File: config.mk
export PLATFORM = sky130hd
export DESIGN_NAME = stopwatch_counter
export DESIGN_NICKNAME = d
export VERILOG_FILES = /design/src/rtl/stopwatch_pkg.sv /design/src/rtl/stopwatch_counter_tick_gen.sv /design/src/rtl/stopwatch_counter.sv
export SDC_FILE = /design/constraint.sdc
export NUM_CORES = 1
export LEC_CHECK = 0
export ABC_AREA = 1
export CORE_ASPECT_RATIO = 0.75
export CORE_MARGIN = 2
export CORE_UTILIZATION = 50
export DETAILED_ROUTE_END_ITERATION = 6
export PLACE_DENSITY = 0.7
export RECOVER_POWER = 50
export SYNTH_ARGS = -nofsm -noshare
export SYNTH_HDL_FRONTEND = slang
export SYNTH_SLANG_ARGS = --single-unit
File: constraint.sdc
create_clock -name clk -period 2.8 [get_ports clk]
set_clock_uncertainty 0.15 [all_clocks]
set_input_delay 0.42 -clock clk [delete_from_list [all_inputs] [get_ports clk]]
set_output_delay 0.42 -clock clk [all_outputs]
set_load 0.02 [all_outputs]
File: src/rtl/stopwatch_pkg.sv
// Shared types and constants for the stopwatch timekeeping core.
// Holds the FSM encoding, field width and the wrap-around increment helper.
package stopwatch_pkg;

   localparam int unsigned FieldW        = 6;
   localparam int unsigned MaxValDefault = 59;

   typedef enum logic [1:0] {
      StRun    = 2'd0,
      StPaused = 2'd1,
      StAdjust = 2'd2
   } state_e;

   // Compare-then-increment; anything at or above the limit folds back to zero.
   function automatic logic [FieldW-1:0] wrap_inc(input logic [FieldW-1:0] val,
                                                  input logic [FieldW-1:0] max_val);
      return (val >= max_val) ? '0 : val + FieldW'(1);
   endfunction

endpackage

File: src/rtl/stopwatch_counter_tick_gen.sv
// Free-running prescaler producing single-cycle 1 Hz / 2 Hz enables and the
// 1 Hz blink square wave, all on the system clock.
module tick_gen #(
   parameter int unsigned CLK_HZ = 100000000
) (
   input  logic clk,
   input  logic rst_n,
   output logic tick_1hz,
   output logic tick_2hz,
   output logic blink
);

   localparam int unsigned QuarterCnt = CLK_HZ / 4;
   localparam int unsigned CntW       = (QuarterCnt > 1) ? $clog2(QuarterCnt) : 1;
   localparam logic [CntW-1:0] CntLast = CntW'(QuarterCnt - 1);

   logic [CntW-1:0] cnt_q, cnt_d;
   logic [1:0]      phase_q, phase_d;
   logic            blink_q, blink_d;
   logic            quarter;

   always_comb begin
      quarter  = (cnt_q == CntLast);
      cnt_d    = quarter ? '0 : cnt_q + CntW'(1);
      phase_d  = quarter ? phase_q + 2'd1 : phase_q;
      // Odd phases give two pulses per second; phase 3 is the once-a-second one.
      tick_2hz = quarter & phase_q[0];
      tick_1hz = quarter & (phase_q == 2'd3);
      blink_d  = blink_q ^ tick_2hz;
   end

   always_ff @(posedge clk) begin
      if (!rst_n) begin
         cnt_q   <= '0;
         phase_q <= 2'd0;
         blink_q <= 1'b0;
      end else begin
         cnt_q   <= cnt_d;
         phase_q <= phase_d;
         blink_q <= blink_d;
      end
   end

   assign blink = blink_q;

endmodule

File: src/rtl/stopwatch_counter.sv
// Stopwatch timekeeping core: run/pause/adjust FSM plus the min:sec counters,
// clocked by one clock and advanced by enables from tick_gen.
module stopwatch_counter
   import stopwatch_pkg::*;
#(
   parameter int unsigned CLK_HZ  = 100000000,
   parameter int unsigned MAX_VAL = MaxValDefault
) (
   input  logic              clk,
   input  logic              rst_n,
   input  logic              pause,
   input  logic              clr,
   input  logic              adj,
   input  logic              sel,
   output logic [FieldW-1:0] min,
   output logic [FieldW-1:0] sec,
   output logic              paused,
   output logic              blink
);

   localparam logic [FieldW-1:0] MaxV = FieldW'(MAX_VAL);

   state_e            state_q, state_d;
   logic [FieldW-1:0] min_q, min_d;
   logic [FieldW-1:0] sec_q, sec_d;
   logic              pause_q;
   logic              paused_q, paused_d;
   logic              pause_rise;
   logic              tick_1hz, tick_2hz;

   tick_gen #(
      .CLK_HZ (CLK_HZ)
   ) u_tick_gen (
      .clk      (clk),
      .rst_n    (rst_n),
      .tick_1hz (tick_1hz),
      .tick_2hz (tick_2hz),
      .blink    (blink)
   );

   assign pause_rise = pause & ~pause_q;
   assign paused_d   = paused_q ^ pause_rise;

   always_comb begin
      state_d = state_q;
      if (adj) begin
         state_d = StAdjust;
      end else begin
         unique case (state_q)
            StRun:    if (paused_q)  state_d = StPaused;
            StPaused: if (!paused_q) state_d = StRun;
            StAdjust: state_d = paused_q ? StPaused : StRun;
            default:  state_d = StRun;
         endcase
      end
   end

   always_comb begin
      min_d = min_q;
      sec_d = sec_q;
      if (clr) begin
         min_d = '0;
         sec_d = '0;
      end else begin
         unique case (state_q)
            StRun: begin
               if (tick_1hz) begin
                  sec_d = wrap_inc(sec_q, MaxV);
                  if (sec_q >= MaxV) min_d = wrap_inc(min_q, MaxV);
               end
            end
            // Adjust bumps only the selected field, with no carry.
            StAdjust: begin
               if (tick_2hz) begin
                  if (sel) sec_d = wrap_inc(sec_q, MaxV);
                  else     min_d = wrap_inc(min_q, MaxV);
               end
            end
            default: ;
         endcase
      end
   end

   always_ff @(posedge clk) begin
      if (!rst_n) begin
         state_q  <= StRun;
         min_q    <= '0;
         sec_q    <= '0;
         pause_q  <= 1'b0;
         paused_q <= 1'b0;
      end else begin
         state_q  <= state_d;
         min_q    <= min_d;
         sec_q    <= sec_d;
         pause_q  <= pause;
         paused_q <= paused_d;
      end
   end

   assign min    = min_q;
   assign sec    = sec_q;
   assign paused = paused_q;

endmodule

==> flow_metrics.env <==
export IMPL_run_status="finished, final reports clean"
export IMPL_core_mm2=0.004388
export IMPL_holdPathEnd="u_tick_gen.cnt_q[0]$_SDFF_PP0_"
export IMPL_syn_avg_cell_area_um2=6.955
export IMPL_cp_top_family="simple AND/OR/NAND/NOR gates"
export IMPL_drc=0
export IMPL_fin_setup_tns_ps=0
export IMPL_synth_area_mm2=0.002253
export IMPL_die_x_um=81.52
export IMPL_ioPinCount=20
export IMPL_globalplace_congestion=0.8614
export IMPL_synth_edff_count=0
export IMPL_grt_start_max_net_pins=17
export IMPL_layout_min_cycle_time_ps=2269
export IMPL_drv_slew=0
export IMPL_io_buffers=19
export IMPL_postSynthCellCount=324
export IMPL_ys_types=29
export IMPL_critPathBufInv=1
export IMPL_reg2regPathDepth=10
export IMPL_rsz0062_at_grt="false"
export IMPL_ir_worst_vdd_uv=352.8
export IMPL_n_antenna_cell=0
export IMPL_cts_sinks=44
export IMPL_end_kind="flip-flop"
export IMPL_avgRoutedWirePerCell_um=11.09
export IMPL_synth_seq_cells=44
export IMPL_grt_pass1_vias=1834
export IMPL_clk_latency_ps=290
export IMPL_hold_violations=0
export IMPL_maxCapViolCount=0
export IMPL_vias=2036
export IMPL_slowest_delay_ps=360
export IMPL_utilization_pct=59.37
export IMPL_hold_start="u_tick_gen.cnt_q[0]$_SDFF_PP0_"
export IMPL_synth_seq_area_share_pct=39.09
export IMPL_cts_root_buf="clkbuf_8"
export IMPL_clk_pin_slew_ps=80
export IMPL_worstHoldPathType="flip-flop to flip-flop"
export IMPL_ys_warn_count=0
export IMPL_die_area_mm2=0.005066
export IMPL_period_share_pct=81.03
export IMPL_ys_flop_type="dfxtp_1"
export IMPL_path_max_fanout=12
export IMPL_slowest_stage="dfxtp_1"
export IMPL_fp_row_count=21
export IMPL_syn_to_final_growth_pct=15.60
export IMPL_ant_nets=0
export IMPL_initial_core_util_pct=51.35
export IMPL_antenna_found_initial=0
export IMPL_worstPathRequired_ps=2840
export IMPL_regToRegSetupSlack_ps=530
export IMPL_synth_nets=334
export IMPL_grt_pass1_wl_um=7886
export IMPL_drt_iter0_drc=163
export IMPL_wl_um=4514
export IMPL_first_pass_iters=4
export IMPL_startpoint="u_tick_gen.cnt_q[0]$_SDFF_PP0_"
export IMPL_async_flop_share_pct=0
export IMPL_timing_fmax_ghz=0.4408
export IMPL_powerDensity_mw_per_mm2=471.6
export IMPL_crit_path_start_kind="flip-flop"
export IMPL_min_path_cells=1
export IMPL_cts_tree="built"
export IMPL_htreeDepth=2
export IMPL_hold_buffers=0
export IMPL_die_y_um=62.14
export IMPL_cts_inserted_buffers=5
export IMPL_nNetsFinal=359
export IMPL_tightest_slew_ps=857.5
export IMPL_finalSetupViolCount=0
export IMPL_r2r_end="min[1]$_SDFFE_PP0P_"
export IMPL_post_cts_setup_buffer_count=0
export IMPL_grt_total_usage_pct=19.72
export IMPL_p_leak_nw=1.120
export IMPL_post_cts_resized=0
export IMPL_via_per_inst=5.002
export IMPL_arrival_ps=2310
export IMPL_maxSlewHeadroom_pct=42.31
export IMPL_clock_path_buffers=2
export IMPL_path_class="flip-flop to flip-flop"
export IMPL_hold_ws_ps=305.4
export IMPL_grt_overflow=0
export IMPL_rr_startpoint="u_tick_gen.cnt_q[0]$_SDFF_PP0_"
export IMPL_cp_cell_sequence="ha_1 > nand3_1 > inv_1 > nand2_2 > nor2_1 > nand3_1 > nand2_1 > nand3_2 > o21ai_0 > nor2_1"
export IMPL_place_hpwl_um=3342
export IMPL_drive_gt1_share_pct=7.143
[cell type report]
| class | instances | area (um^2) |
|---|---|---|
| Fill cell | 429 | 1783 |
| Multi-Input combinational cell | 231 | 1149 |
| Sequential cell | 44 | 880.8 |
| Timing Repair Buffer | 21 | 205.2 |
| Inverter | 46 | 172.7 |
| Clock buffer | 7 | 96.34 |
| Tap cell | 57 | 71.32 |
| Clock inverter | 1 | 30.03 |
[synth_stat cells, types with 2 or more instances]
cell     instances  area (um^2)
or2_2            3        18.77
nand2_4          2        22.52
nor3b_1          7        52.55
a21oi_1         19        95.09
ha_1             4        50.05
nor2_4           2        22.52
xnor2_1          2        17.52
nor2_1          58        217.7
nor3_1           9        45.04
inv_1           45        168.9
buf_2            2        10.01
xor2_1           7        61.31
o21ai_0          9        45.04
nand2_2          3        18.77
nand3_2          5        50.05
dfxtp_1         44        880.8
nand3_1         14        70.07
nor3_2           3        30.03
nand4_1         10        62.56
nand2_1         67        251.5
[routing by layer]
metal,GRT usage (%),vias to the layer above,share of wire (%)
met5,0,-,0
met1,28.45,909,55
met4,4.237,0,0.75
li1,-,1084,-
met2,28.38,39,40
met3,6.686,4,4.3
[sequential cells by signal (all words and copies together), names as in the netlist]
name	cells
min	6
pause_q	1
paused	1
sec	6
state_q	2
u_tick_gen.blink	1
u_tick_gen.cnt_q	25
u_tick_gen.phase_q	2
[how the worst max path moves through the flow]
stage / endpoint / depth (start not counted)
final: min[1]$_SDFFE_PP0P_ / 10
after global routing: min[2]$_SDFFE_PP0P_ / 11
after CTS: u_tick_gen.cnt_q[17]$_SDFF_PP0_ / 9
after detailed placement: u_tick_gen.cnt_q[24]$_SDFF_PP0_ / 4
after global placement: sec[1]$_SDFFE_PP0P_ / 5
after floorplan: min[4]$_SDFFE_PP0P_ / 9
[cell families (layout without fill, tap and decap cells)]
family / Yosys count / count (layout) / share of synthesized area [%]
buffers and inverters: 49 / 75 / 8.606
AND/OR/NAND/NOR: 187 / 187 / 39.37
AO/OA/AOI/OAI: 31 / 31 / 7.218
adder cells (fa/ha/maj): 4 / 4 / 2.221
flip-flops: 44 / 44 / 39.09
XOR/XNOR: 9 / 9 / 3.498
[layout by cell type (no fill, tap or decap), types with 9 or more instances in the layout]
master / count
inv_1: 45
nand3_1: 17
a21oi_1: 19
nor2_1: 59
nor3_1: 9
nand4_1: 10
dfxtp_1: 44
o21ai_0: 9
nand2_1: 68
dlygate4sd3_1: 15
[power breakdown]
group          internal (mW)  switching (mW)  leakage, nW  total, mW
Clock                  0.315           0.212       0.0645      0.527
Combinational         0.0233          0.0384        0.699     0.0616
Sequential             0.634         0.00605        0.356      0.640
Total                  0.972           0.256         1.12       1.23
[per-stage QoR]
| step | power [mW] | instance area [um^2] | instances | worst slack (ps) |
|---|---|---|---|---|
| 2_1_floorplan | 0.6959 | 2253 | 324 | 982.9 |
| 3_3_place_gp | 0.7186 | 2509 | 399 | 716.1 |
| 3_5_place_dp | 0.7194 | 2509 | 399 | 688.5 |
| 4_1_cts | 1.253 | 2635 | 407 | 663.2 |
| 5_1_grt | 1.289 | 2605 | 407 | 296.4 |
| 6_report | 1.228 | 2605 | 407 | 531.3 |
(Power assumes the default switching activity.)
